--- src/rtl/pifo_deq_ctrl_pkg.sv ---
`default_nettype none
// ============================================================================
//  Module      : pifo_deq_ctrl_pkg
//  Description : Shared encodings and default field widths for the PIFO
//                dequeue stage.
//  Revision    : 1.0 - initial release
// ============================================================================
package pifo_deq_ctrl_pkg;

    // Field widths shared with the pifo register
    localparam int C_RANK_WIDTH = 16;
    localparam int C_META_WIDTH = 12;

    // Dequeue FSM encodings
    typedef enum logic [1:0] {
        DEQ_IDLE = 2'd0,
        DEQ_POP  = 2'd1,
        DEQ_HOLD = 2'd2
    } deq_state_e;

endpackage : pifo_deq_ctrl_pkg
`default_nettype wire

--- src/rtl/pifo_deq_fifo.sv ---
`default_nettype none
// ============================================================================
//  Module      : pifo_deq_fifo
//  Description : Small synchronous first-word-fall-through FIFO. The head
//                entry is always visible on rd_data; level reports occupancy.
//  Revision    : 1.0 - initial release
// ============================================================================
module pifo_deq_fifo #(
    parameter int WIDTH    = 28,
    parameter int L2_DEPTH = 2
) (
    input  logic                clk,
    input  logic                rst_n,
    input  logic                wr_en,
    input  logic [WIDTH-1:0]    wr_data,
    input  logic                rd_en,
    output logic [WIDTH-1:0]    rd_data,
    output logic [L2_DEPTH:0]   level
);

    localparam int C_DEPTH = 2 ** L2_DEPTH;

    logic [WIDTH-1:0]    r_mem [C_DEPTH];
    logic [L2_DEPTH-1:0] r_wr_ptr;
    logic [L2_DEPTH-1:0] r_rd_ptr;
    logic [L2_DEPTH:0]   r_level;

    // Storage array; contents need no reset since level gates visibility
    always_ff @(posedge clk) begin
        if (wr_en) begin
            r_mem[r_wr_ptr] <= wr_data;
        end
    end

    // Pointers wrap modulo depth; level tracks occupancy, unchanged on write+read
    always_ff @(posedge clk or negedge rst_n) begin
        if (!rst_n) begin
            r_wr_ptr <= '0;
            r_rd_ptr <= '0;
            r_level  <= '0;
        end else begin
            if (wr_en) begin
                r_wr_ptr <= r_wr_ptr + L2_DEPTH'(1);
            end
            if (rd_en) begin
                r_rd_ptr <= r_rd_ptr + L2_DEPTH'(1);
            end
            case ({wr_en, rd_en})
                2'b10:   r_level <= r_level + (L2_DEPTH+1)'(1);
                2'b01:   r_level <= r_level - (L2_DEPTH+1)'(1);
                default: r_level <= r_level;
            endcase
        end
    end

    assign rd_data = r_mem[r_rd_ptr];
    assign level   = r_level;

endmodule : pifo_deq_fifo
`default_nettype wire

--- src/rtl/pifo_deq_ctrl.sv ---
`default_nettype none
// ============================================================================
//  Module      : pifo_deq_ctrl
//  Description : Dequeue stage behind the pifo register. Pops the min-rank
//                entry into a prefetch FIFO (one pop per IDLE/POP/HOLD
//                sequence) and presents it on a valid/ready stream.
//  Revision    : 1.0 - initial release
// ============================================================================
module pifo_deq_ctrl
    import pifo_deq_ctrl_pkg::*;
#(
    parameter int RANK_WIDTH    = C_RANK_WIDTH,
    parameter int META_WIDTH    = C_META_WIDTH,
    parameter int L2_FIFO_DEPTH = 2,
    parameter int CNT_WIDTH     = 32
) (
    input  logic                     clk,
    input  logic                     rst_n,
    input  logic                     pause,
    input  logic                     pifo_valid_in,
    input  logic [RANK_WIDTH-1:0]    pifo_rank_in,
    input  logic [META_WIDTH-1:0]    pifo_meta_in,
    output logic                     pifo_remove,
    output logic                     m_valid,
    input  logic                     m_ready,
    output logic [RANK_WIDTH-1:0]    m_rank,
    output logic [META_WIDTH-1:0]    m_meta,
    output logic [L2_FIFO_DEPTH:0]   fifo_level,
    output logic [CNT_WIDTH-1:0]     pop_count
);

    localparam int                   C_ENTRY_WIDTH = RANK_WIDTH + META_WIDTH;
    localparam logic [L2_FIFO_DEPTH:0] C_DEPTH_LVL = (L2_FIFO_DEPTH+1)'(2 ** L2_FIFO_DEPTH);

    deq_state_e                 r_state;
    deq_state_e                 w_state_nxt;
    logic                       w_not_full;
    logic                       w_rd_en;
    logic [C_ENTRY_WIDTH-1:0]   w_rd_data;
    logic [CNT_WIDTH-1:0]       r_pop_count;

    // Full check uses the registered level only; a same-cycle read is ignored
    assign w_not_full = (fifo_level < C_DEPTH_LVL);

    // FSM state register; reset aborts any pop in flight
    always_ff @(posedge clk or negedge rst_n) begin
        if (!rst_n) begin
            r_state <= DEQ_IDLE;
        end else begin
            r_state <= w_state_nxt;
        end
    end

    // Next-state and remove strobe; remove is decoded from state so reset clears it at once
    always_comb begin
        w_state_nxt = r_state;
        pifo_remove = 1'b0;
        case (r_state)
            DEQ_IDLE: begin
                // pause is only honoured here so a committed pop is never cancelled
                if (pifo_valid_in && !pause && w_not_full) begin
                    w_state_nxt = DEQ_POP;
                end
            end
            DEQ_POP: begin
                // valid may drop (concurrent insert); then nothing is taken
                pifo_remove = pifo_valid_in & w_not_full;
                w_state_nxt = (pifo_valid_in && w_not_full) ? DEQ_HOLD : DEQ_IDLE;
            end
            DEQ_HOLD: begin
                // register valid is stale for one cycle after a remove
                w_state_nxt = DEQ_IDLE;
            end
            default: begin
                w_state_nxt = DEQ_IDLE;
            end
        endcase
    end

    // Count every entry removed from the pifo register; wraps silently
    always_ff @(posedge clk or negedge rst_n) begin
        if (!rst_n) begin
            r_pop_count <= '0;
        end else if (pifo_remove) begin
            r_pop_count <= r_pop_count + CNT_WIDTH'(1);
        end
    end

    assign pop_count = r_pop_count;
    assign m_valid   = (fifo_level != '0);
    assign w_rd_en   = m_valid & m_ready;

    pifo_deq_fifo #(
        .WIDTH    (C_ENTRY_WIDTH),
        .L2_DEPTH (L2_FIFO_DEPTH)
    ) u_fifo (
        .clk     (clk),
        .rst_n   (rst_n),
        .wr_en   (pifo_remove),
        .wr_data ({pifo_rank_in, pifo_meta_in}),
        .rd_en   (w_rd_en),
        .rd_data (w_rd_data),
        .level   (fifo_level)
    );

    assign m_rank = w_rd_data[C_ENTRY_WIDTH-1:META_WIDTH];
    assign m_meta = w_rd_data[META_WIDTH-1:0];

endmodule : pifo_deq_ctrl
`default_nettype wire

--- config.mk ---
export PLATFORM = sky130hd
export DESIGN_NAME = pifo_deq_ctrl
export DESIGN_NICKNAME = d
export VERILOG_FILES = /design/src/rtl/pifo_deq_ctrl_pkg.sv /design/src/rtl/pifo_deq_fifo.sv /design/src/rtl/pifo_deq_ctrl.sv
export SDC_FILE = /design/constraint.sdc
export NUM_CORES = 1
export LEC_CHECK = 0
export ABC_CLOCK_PERIOD_IN_PS = 2700
export CAP_MARGIN = 20
export CORE_ASPECT_RATIO = 0.6
export CORE_UTILIZATION = 35
export CTS_CLUSTER_DIAMETER = 200
export DETAILED_ROUTE_END_ITERATION = 8
export GPL_TIMING_DRIVEN = 0
export PLACE_DENSITY = 0.58
export SETUP_SLACK_MARGIN = 0.3
export SYNTH_ARGS = -nofsm -noshare
export SYNTH_HDL_FRONTEND = slang
export SYNTH_SLANG_ARGS = --single-unit
--- constraint.sdc ---
create_clock -name clk -period 2.7 [get_ports clk]
set_input_delay 0.81 -clock clk [delete_from_list [all_inputs] [get_ports clk]]
set_output_delay 0.81 -clock clk [all_outputs]
set_load 0.1 [all_outputs]
Word level (Yosys, flattened, before mapping):

Memories as Yosys holds them, arrays and structs flattened.
Cells that the tools add are included.

* add/subtract/negate cells: 5
* magnitude comparators: 1
* equal/unequal tests: 4
* mux-type cells: 7
* bitwise gates (word level): 2
* reduce and logical (&&, ||, !) cells: 7

Operator list (number)
* 32-bit by 1-bit adder with 32-bit output (second input constant): 1
* 3-bit one-hot mux with 2 select lines: 1
* 2-bit by 1-bit adder with 2-bit output (second input constant): 2
* 2-bit by 1-bit == test with 1-bit output (second input constant): 2
* 2-bit two-way mux: 2
* 2-bit one-hot mux with 2 select lines: 1
* 3-bit by 1-bit adder with 3-bit output (second input constant): 1
* 1-bit logical AND: 3
* 3-bit less-than comparator (second input constant): 1
* 1-bit two-way mux: 3
* 3-bit nonzero test: 1
* 3-bit by 1-bit subtractor with 3-bit output (second input constant): 1
* 1-bit bitwise AND: 2
* 2-bit == test (second input constant): 1
* 2-bit zero test: 1
* 2-bit inequality test (second input constant): 1
* 2-bit nonzero test: 1
* 1-bit zero test: 1

* flip-flop bits (word level): 41
* RAM bits: 112
* output and inout bits: 65
* memories kept: 1

Memory list
* u_fifo.r_mem: words 4, bits a word 28, read ports 1, clocked after Yosys merged registers in 0, write ports 1, line pifo_deq_fifo.sv:23 `logic [WIDTH-1:0] r_mem [C_DEPTH];`

Logic depth before layout (Yosys ltp):

Gate-level depths: netlist of run 1.

* depth after elaboration: 5
* mapped depth: 8
* mapped depth without buffers: 8

By module:

Synthesis of run 1 repeated with hierarchy kept, for this count alone.

* cell total of the unflattened synthesis: 320
* area total of the unflattened synthesis: 6095.8 µm²

Modules (own cells, without submodules)
* pifo_deq_fifo: times used 1, cells each 180, area each 4429.2 µm², sequential area each 3538.4 µm²
* pifo_deq_ctrl: times used 1, cells each 140, area each 1666.6 µm², sequential area each 850.8 µm²

Worst setup path after synthesis of run 1:

No wires, ideal clock.

* kind: register to register
* start point: reg u_fifo.r_level[2], in the netlist u_fifo.level[2]
* end point: mem u_fifo.r_mem[0][0], enable pin
* setup time: 387 ps
* arrival time: 3185 ps
* data required time: 2313 ps
* path slack: -872 ps
* cell stages (with the launch flop): 6
* buffers on the path: 2
* clock period less this slack: 3572 ps
* cell sequence: dfrtp_1 > nand4bb_1 > buf_6 > inv_1 > clkbuf_1 > and2_1

* word-level cells in the longest chain between the ends: 5

Ends and longest elaborated chain
* start, declared: line pifo_deq_fifo.sv:26 `logic [L2_DEPTH:0] r_level;`
* start signal, assigned: line pifo_deq_fifo.sv:49 `2'b10: r_level <= r_level + (L2_DEPTH+1)'(1);`
* start signal, assigned: line pifo_deq_fifo.sv:50 `2'b01: r_level <= r_level - (L2_DEPTH+1)'(1);`
* start signal, assigned: line pifo_deq_fifo.sv:51 `default: r_level <= r_level;`
* 3-bit less-than comparator: line pifo_deq_ctrl.sv:43 `assign w_not_full = (fifo_level < C_DEPTH_LVL);`
* 1-bit bitwise AND: line pifo_deq_ctrl.sv:67 `pifo_remove = pifo_valid_in & w_not_full;`
* 1-bit two-way mux: line pifo_deq_ctrl.sv:58 `case (r_state)`
* named net pifo_remove: line pifo_deq_ctrl.sv:23 `output logic pifo_remove,`
* 1-bit two-way mux: line pifo_deq_fifo.sv:30 `if (wr_en) begin`
* 1-bit two-way mux (not written as such): line pifo_deq_fifo.sv:31 `r_mem[r_wr_ptr] <= wr_data;`
* end, declared: line pifo_deq_fifo.sv:23

The timed path passes the listed nets, and every way through them passes these cells.

Final worst setup path of run 1:

* start point: reg u_fifo.r_rd_ptr[0]
* end point: out m_meta[0]

* word-level cells in the longest chain between the ends: 1

Ends and longest elaborated chain
* start, declared: line pifo_deq_fifo.sv:25 `logic [L2_DEPTH-1:0] r_rd_ptr;`
* start signal, assigned: line pifo_deq_fifo.sv:46 `r_rd_ptr <= r_rd_ptr + L2_DEPTH'(1);`
* memory 4 x 28 bit
* end, declared: line pifo_deq_ctrl.sv:27 `output logic [META_WIDTH-1:0] m_meta,`

Every way passes these cells.

==> impl_metrics.toml, run 1 <==
[worst_setup_path]
path_cells = "buf_12, buf_12, mux4_2, buf_8"
crit_path_frequent_cell = "buf_12"
cp_max_fo = 6
required_ns = 1.89
crit_path_max_incr_delay_ns = 0.55
worstSetupPathType = "register to output port"
start_kind = "register"
arrival_ns = 1.82
cpMaxStageDelayCell = "mux4_2"
end_kind = "output port"

[power]
switchingPower_mw = 3.88
power.density_nw_per_um2 = 1120
comb_power_share = 0.439
switching_share = 0.420
p_clk_frac = 0.262
p_leak_nw = 3.00
power.internal_mw = 5.36
p_total_mw = 9.24
seq_power_share = 0.299
max-vdd-ir-drop_mv = 0.475

[logic_synthesis]
synth_fp_nets = 361
ys_warn_count = 0
avgSynthCellArea_um2 = 18.7
ys_seq_area_frac = 0.730
synthCells = 321
syn-cell-area_um2 = 6010
yosysUniqueCellTypes = 32
ys_seq_elements = 153

[floorplan]
rows = 36
die_area_um2 = 17700
ioPinCount = 98
coreArea_um2 = 16500
initial_core_util = 0.364
die_h_um = 104
die_w_um = 171

[grt]
grt.total_usage = 0.147
grt_max_degree = 33
antenna_found_initial = 0
grt_pass1_wl_mm = 19.2
grt_pass1_vias = 3341
grt_remaining_overflow = 0

[status]
outcome = "finished clean"

[run]
drv_cap = 0

[finish]
fin_cells = 687
layout-drive-gt1-share = 0.379
antenna_cells = 0
area_delta_synth_final_pct = 36.8
utilization = 0.498
nNetsFinal = 486

[hold_path]
hold_path.class = "input port to async pin"

[detailed_routing]
vias_per_cell = 4.71
drtAntennaViolNets = 0
wl_mm = 12.5
vias = 3238
drt-initial-drc-count = 204
post_drt_wl_per_cell_um = 18.2
drc_errors = 0
first_pass_iters = 4

[clock_tree]
clockBufferDepth = 2
cts_root_buf = "clkbuf_16"
cts_tree = "built"
clk_latency_ns = 0.42
clock-sinks = 153
hold_buffers = 0
cts.clk_slew.worst_paths_ns = 0.07
htreeDepth = 4
cts_buffers = 17

[timing]
fin_crit_sh = 0.973
finalClockSkew_ns = 0.0144
worst-slew-pin-transition_ns = 0.853
rsz0062_at_grt = "yes"
final_hold_viol_count = 0
slew_violations = 0
final.min_clock_period_ns = 2.63
max_slew_margin = 0.431
fmax_mhz = 381
setup_violations = 0

[place]
hpwl_mm = 8.04
gp_congestion = 0.797
dp.cells = 648
portBuffers = 97
-- cell type report --
| class | instances | area [um^2] |
|---|---|---|
| inverter | 11 | 43.8 |
| multi-input combinational | 148 | 1540 |
| sequential | 153 | 4410 |
| clock inverter | 14 | 178 |
| clock buffer | 18 | 429 |
| fill | 1408 | 8310 |
| tap | 228 | 285 |
| buffer | 9 | 130 |
| timing repair buffer | 106 | 1210 |
-- cell usage in the layout, fill, tap and decap left out, drive strengths merged, types with 2 or more instances in the layout --
master,instances
and2,6
and3,2
and4,2
buf,43
bufinv,2
clkbuf,25
clkdlybuf4s15,35
clkdlybuf4s50,30
clkinv,2
clkinvlp,2
dfrtp,41
edfxtp,112
ha,6
inv,19
mux4,28
nand2,18
nand3,8
nand4,12
nor2,6
nor3,6
nor4,8
or4,3
xnor2,19
xor2,18
-- what timing repair did --
action	CTS	global route
pin swaps	1	0
setup buffers	2	2
hold endpoints to repair	0	0
cloned	0	3
endpoints found under the setup margin	149	29
gates resized for setup	338	8
-- logic make-up (layout without fill, tap and decap cells) --
logic type               Yosys count  in the layout  synth area share
flip-flops                       153            153             0.730
AND/OR/NAND/NOR                   74             74            0.0776
XOR/XNOR                          37             37            0.0539
multiplexers                      29             29             0.107
buffers and inverters             20            158            0.0154
adder cells (fa/ha/maj)            7              7            0.0158
AO/OA/AOI/OAI                      1              1          0.000831
-- power groups by stage --
stage	clock [mW]	combinational (mW)	sequential [mW]
2_1_floorplan	0	2.56	3.11
3_3_place_gp	0	3.64	2.80
3_5_place_dp	0	3.67	2.81
4_1_cts	2.47	3.87	2.78
5_1_grt	2.57	4.22	2.78
6_report	2.42	4.06	2.76
-- stage by stage --
step | hold slack, ns | setup slack, ns | setup TNS (ns) | area [um^2]
3_3_place_gp | 0.458 | -1.12 | -55.86 | 7300
5_1_grt | 0.241 | 0.0234 | 0 | 8220
6_report | 0.247 | 0.0728 | 0 | 8220
3_5_place_dp | 0.465 | -1.12 | -41.74 | 7320
2_1_floorplan | 0.514 | 0.303 | 0 | 6050
4_1_cts | 0.240 | 0.0670 | 0 | 8100
-- layer usage --
layer  GRT usage  vias to the layer above  part of all wire
met3      0.0405                        7             0.048
li1            -                     1495                 -
met1       0.222                     1659              0.52
met2       0.207                       77              0.43
met5           0                        -                 0
met4      0.0421                        0            0.0074
-- Yosys cell counts (all sizes together) --
cell,instances,area share
nor3,6,0.0083
nand4,12,0.012
nor2,6,0.0037
nand2,18,0.011
xnor2,19,0.028
xor2,18,0.026
ha,6,0.012
dfrtp,41,0.17
nor4,8,0.014
inv,11,0.0069
fa,1,0.0033
edfxtp,112,0.56
and4,2,0.0029
or3,1,0.0010
mux2i,1,0.0017
and2,6,0.0062
or4,3,0.0050
o21ai,1,0.00083
buf,5,0.0060
mux4,28,0.10
nand3,8,0.0075
nor3b,1,0.0012
and3,2,0.0021
clkbuf,4,0.0025
nand4bb,1,0.0019
-- flip-flops by register name (all words and copies together), names as in the netlist --
| name | count |
|---|---|
| r_state | 2 |
| pop_count | 32 |
| u_fifo.r_mem | 112 |
| u_fifo.r_wr_ptr | 2 |
| u_fifo.level | 3 |
| u_fifo.r_rd_ptr | 2 |
-- path summary, 6_finish.rpt --
path	cells past startpoint	slack (ns)	startpoint	end
setup / recovery	4	0.07	u_fifo.r_rd_ptr[0]	m_meta[0]
hold / removal	1	0.25	rst_n	pop_count[26]
setup reg to reg	6	0.52	u_fifo.level[2]	u_fifo.r_mem[3][25]
hold reg to reg	1	0.47	pop_count[31]	pop_count[31]
max in group asynchronous	2	1.97	rst_n	u_fifo.r_rd_ptr[0]
min in group clk	1	0.47	pop_count[31]	pop_count[31]
-- worst max-delay path: cells and delay by family, from the launching register on --
family                 cells  cell delay, ns
buffers and inverters      3            0.48
muxes                      1            0.55
DFF                        1            0.37
(Power assumes the default switching activity.)
==> inputs of run 2 (changes only) <==
Settings changed: CORE_UTILIZATION 35 to 30, PLACE_DENSITY 0.58 to 0.52.
==> run 2 against run 1 <==
  * Sequential share of layout area is 0.30 points higher
  * Hold slack worse by 0.028 ns
  * Global-route usage decreased by 1.4 points
  * Register-to-register slack worse by 0.04 ns
  * Sequential cell count did not move
  * Power fell by 1.4%
  * Setup slack better by 0.015 ns
  * Count of clock-buffer cells in the layout did not move
  * Critical endpoint is now m_rank[14]
  * Highest routed layer unchanged
==> impl_metrics.toml, run 2 (synthesis gave the netlist of run 1 again) <==
[status]
outcome = "finished clean"

[finish]
area_delta_synth_final_pct = 36.0
layout_common_cells = "edfxtp_1, clkdlybuf4s15_2, clkdlybuf4s50_1"
fillers = 1768
largest_register_ffs = 112
mostFrequentLayoutCell = "edfxtp_1"
utilization = 0.423
nNetsFinal = 484
largest_register = "u_fifo.r_mem"
layout-drive-gt1-share = 0.376

[grt]
grt_remaining_overflow = 0
grt.total_usage = 0.133
grt-busiest-layer = "met2"
grt.met3_usage = 0.0445
grt_pass1_wl_mm = 19.9
grt_pass1_vias = 3440
grt_max_degree = 36
use_met2 = 0.197
grt_util_met1 = 0.186
antenna_found_initial = 1

[detailed_routing]
first_pass_iters = 4
drt-initial-drc-count = 172
wl_mm = 12.8
post_drt_wl_per_cell_um = 17.7
vias_per_cell = 4.54
drc_errors = 0
drtAntennaViolNets = 0
vias = 3290

[power]
p_leak_nw = 2.96
max-vdd-ir-drop_mv = 0.524
power.density_nw_per_um2 = 1110

[run]
drv_cap = 0

[floorplan]
initial_core_util = 0.311
rows = 39
die_h_um = 112
die_w_um = 185
coreArea_um2 = 19300
ioPinCount = 98
die_area_um2 = 20600

[worst_setup_path]
start_kind = "register"
required_ns = 1.89
arrival_ns = 1.80
r2r_cells = 6
path_buf_inv = 2
crit_cells = 3
rrSetupSlack_ns = 0.48
path_cells = "buf_12, mux4_2, buf_8"
crit_path_max_incr_delay_ns = 0.56
cpMaxStageDelayCell = "mux4_2"
cp_max_fo = 10
cp_top_family = "multiplexers"
worstSetupPathType = "register to output port"
end_kind = "output port"

[timing]
max_slew_margin = 0.423
whs_ns = 0.218
finalClockSkew_ns = 0.0218
final.min_clock_period_ns = 2.61
fin_crit_sh = 0.967
rsz0062_at_grt = "yes"
slew_violations = 0
timing.setup.tns_ns = 0
final_hold_viol_count = 0
fmax_mhz = 383
setup_violations = 0
worst-slew-pin-transition_ns = 0.865

[place]
gp_congestion = 0.761
portBuffers = 97
hpwl_mm = 8.31

[clock_tree]
cts.clk_slew.worst_paths_ns = 0.07
clockBufferDepth = 2
cts_root_buf = "clkbuf_16"
cts_tree = "built"
cts_buffers = 17
hold_buffers = 0
htreeDepth = 4
clock-sinks = 153
clk_latency_ns = 0.42

[hold_path]
hold_path.class = "input port to async pin"
## run 2: cell count changes in the layout (fill, tap and decap cells not counted), moves of 2 or more
cell,delta
buf_6,+2
buf_12,-2
clkbuf_16,-3
buf_8,-2
buf_4,+2
inv_8,+2
## run 2: per-stage QoR
stage / std cells / setup slack [ns] / total power, mW / instance area [um^2]
global placement: 684 / -1.13 / 6.46 / 7350
floorplan: 321 / 0.303 / 5.67 / 6050
global route: 723 / 0.0138 / 9.44 / 8180
detailed placement: 686 / -1.14 / 6.50 / 7370
finish: 724 / 0.0881 / 9.10 / 8180
CTS: 720 / 0.0596 / 9.18 / 8150
## run 2: repair_timing
item | 4_1_cts | 5_1_grt
pin swaps | 1 | 0
endpoints found under the setup margin | 149 | 29
gates resized for setup | 338 | 4
setup buffers | 2 | 3
## run 2: routing by layer
metal / vias up / wire [um]
li1: 1490 / -
met1: 1733 / 6160
met2: 61 / 5890
met3: 6 / 653
met4: 0 / 88
met5: - / 0
## run 2: area by class of cell
cell class	instances	area, um^2	share of cell area
antenna	1	2.50	0.000306
clock buffer	18	429	0.0525
inverter	11	43.8	0.00535
multi-input combinational	148	1540	0.189
buffer	9	129	0.0158
clock inverter	14	176	0.0216
tap	266	333	0.0407
sequential	153	4410	0.539
timing repair buffer	104	1120	0.137
## run 2: worst paths after layout
check	startpoint	to
worst max-delay path	u_fifo.r_rd_ptr[0]	m_rank[14]
worst min register to register	pop_count[31]	pop_count[31]
max in group asynchronous	rst_n	u_fifo.level[1]
worst max register to register	u_fifo.level[2]	u_fifo.r_mem[1][26]
min in group clk	pop_count[31]	pop_count[31]
worst min-delay path	rst_n	pop_count[23]
## run 2: worst reg2reg max path, delay by kind of cell (launching register included)
kind / cells / cell delay, ns
AND/OR/NAND/NOR: 2 / 0.90
buffers and inverters: 4 / 0.47
flip-flops: 1 / 0.43
## run 2: where the power goes
| part | internal, mW | switching [mW] | leakage (nW) |
|---|---|---|---|
| registers | 2.66 | 0.118 | 1.54 |
| clock network | 1.41 | 1.04 | 0.296 |
| logic | 1.17 | 2.72 | 1.13 |
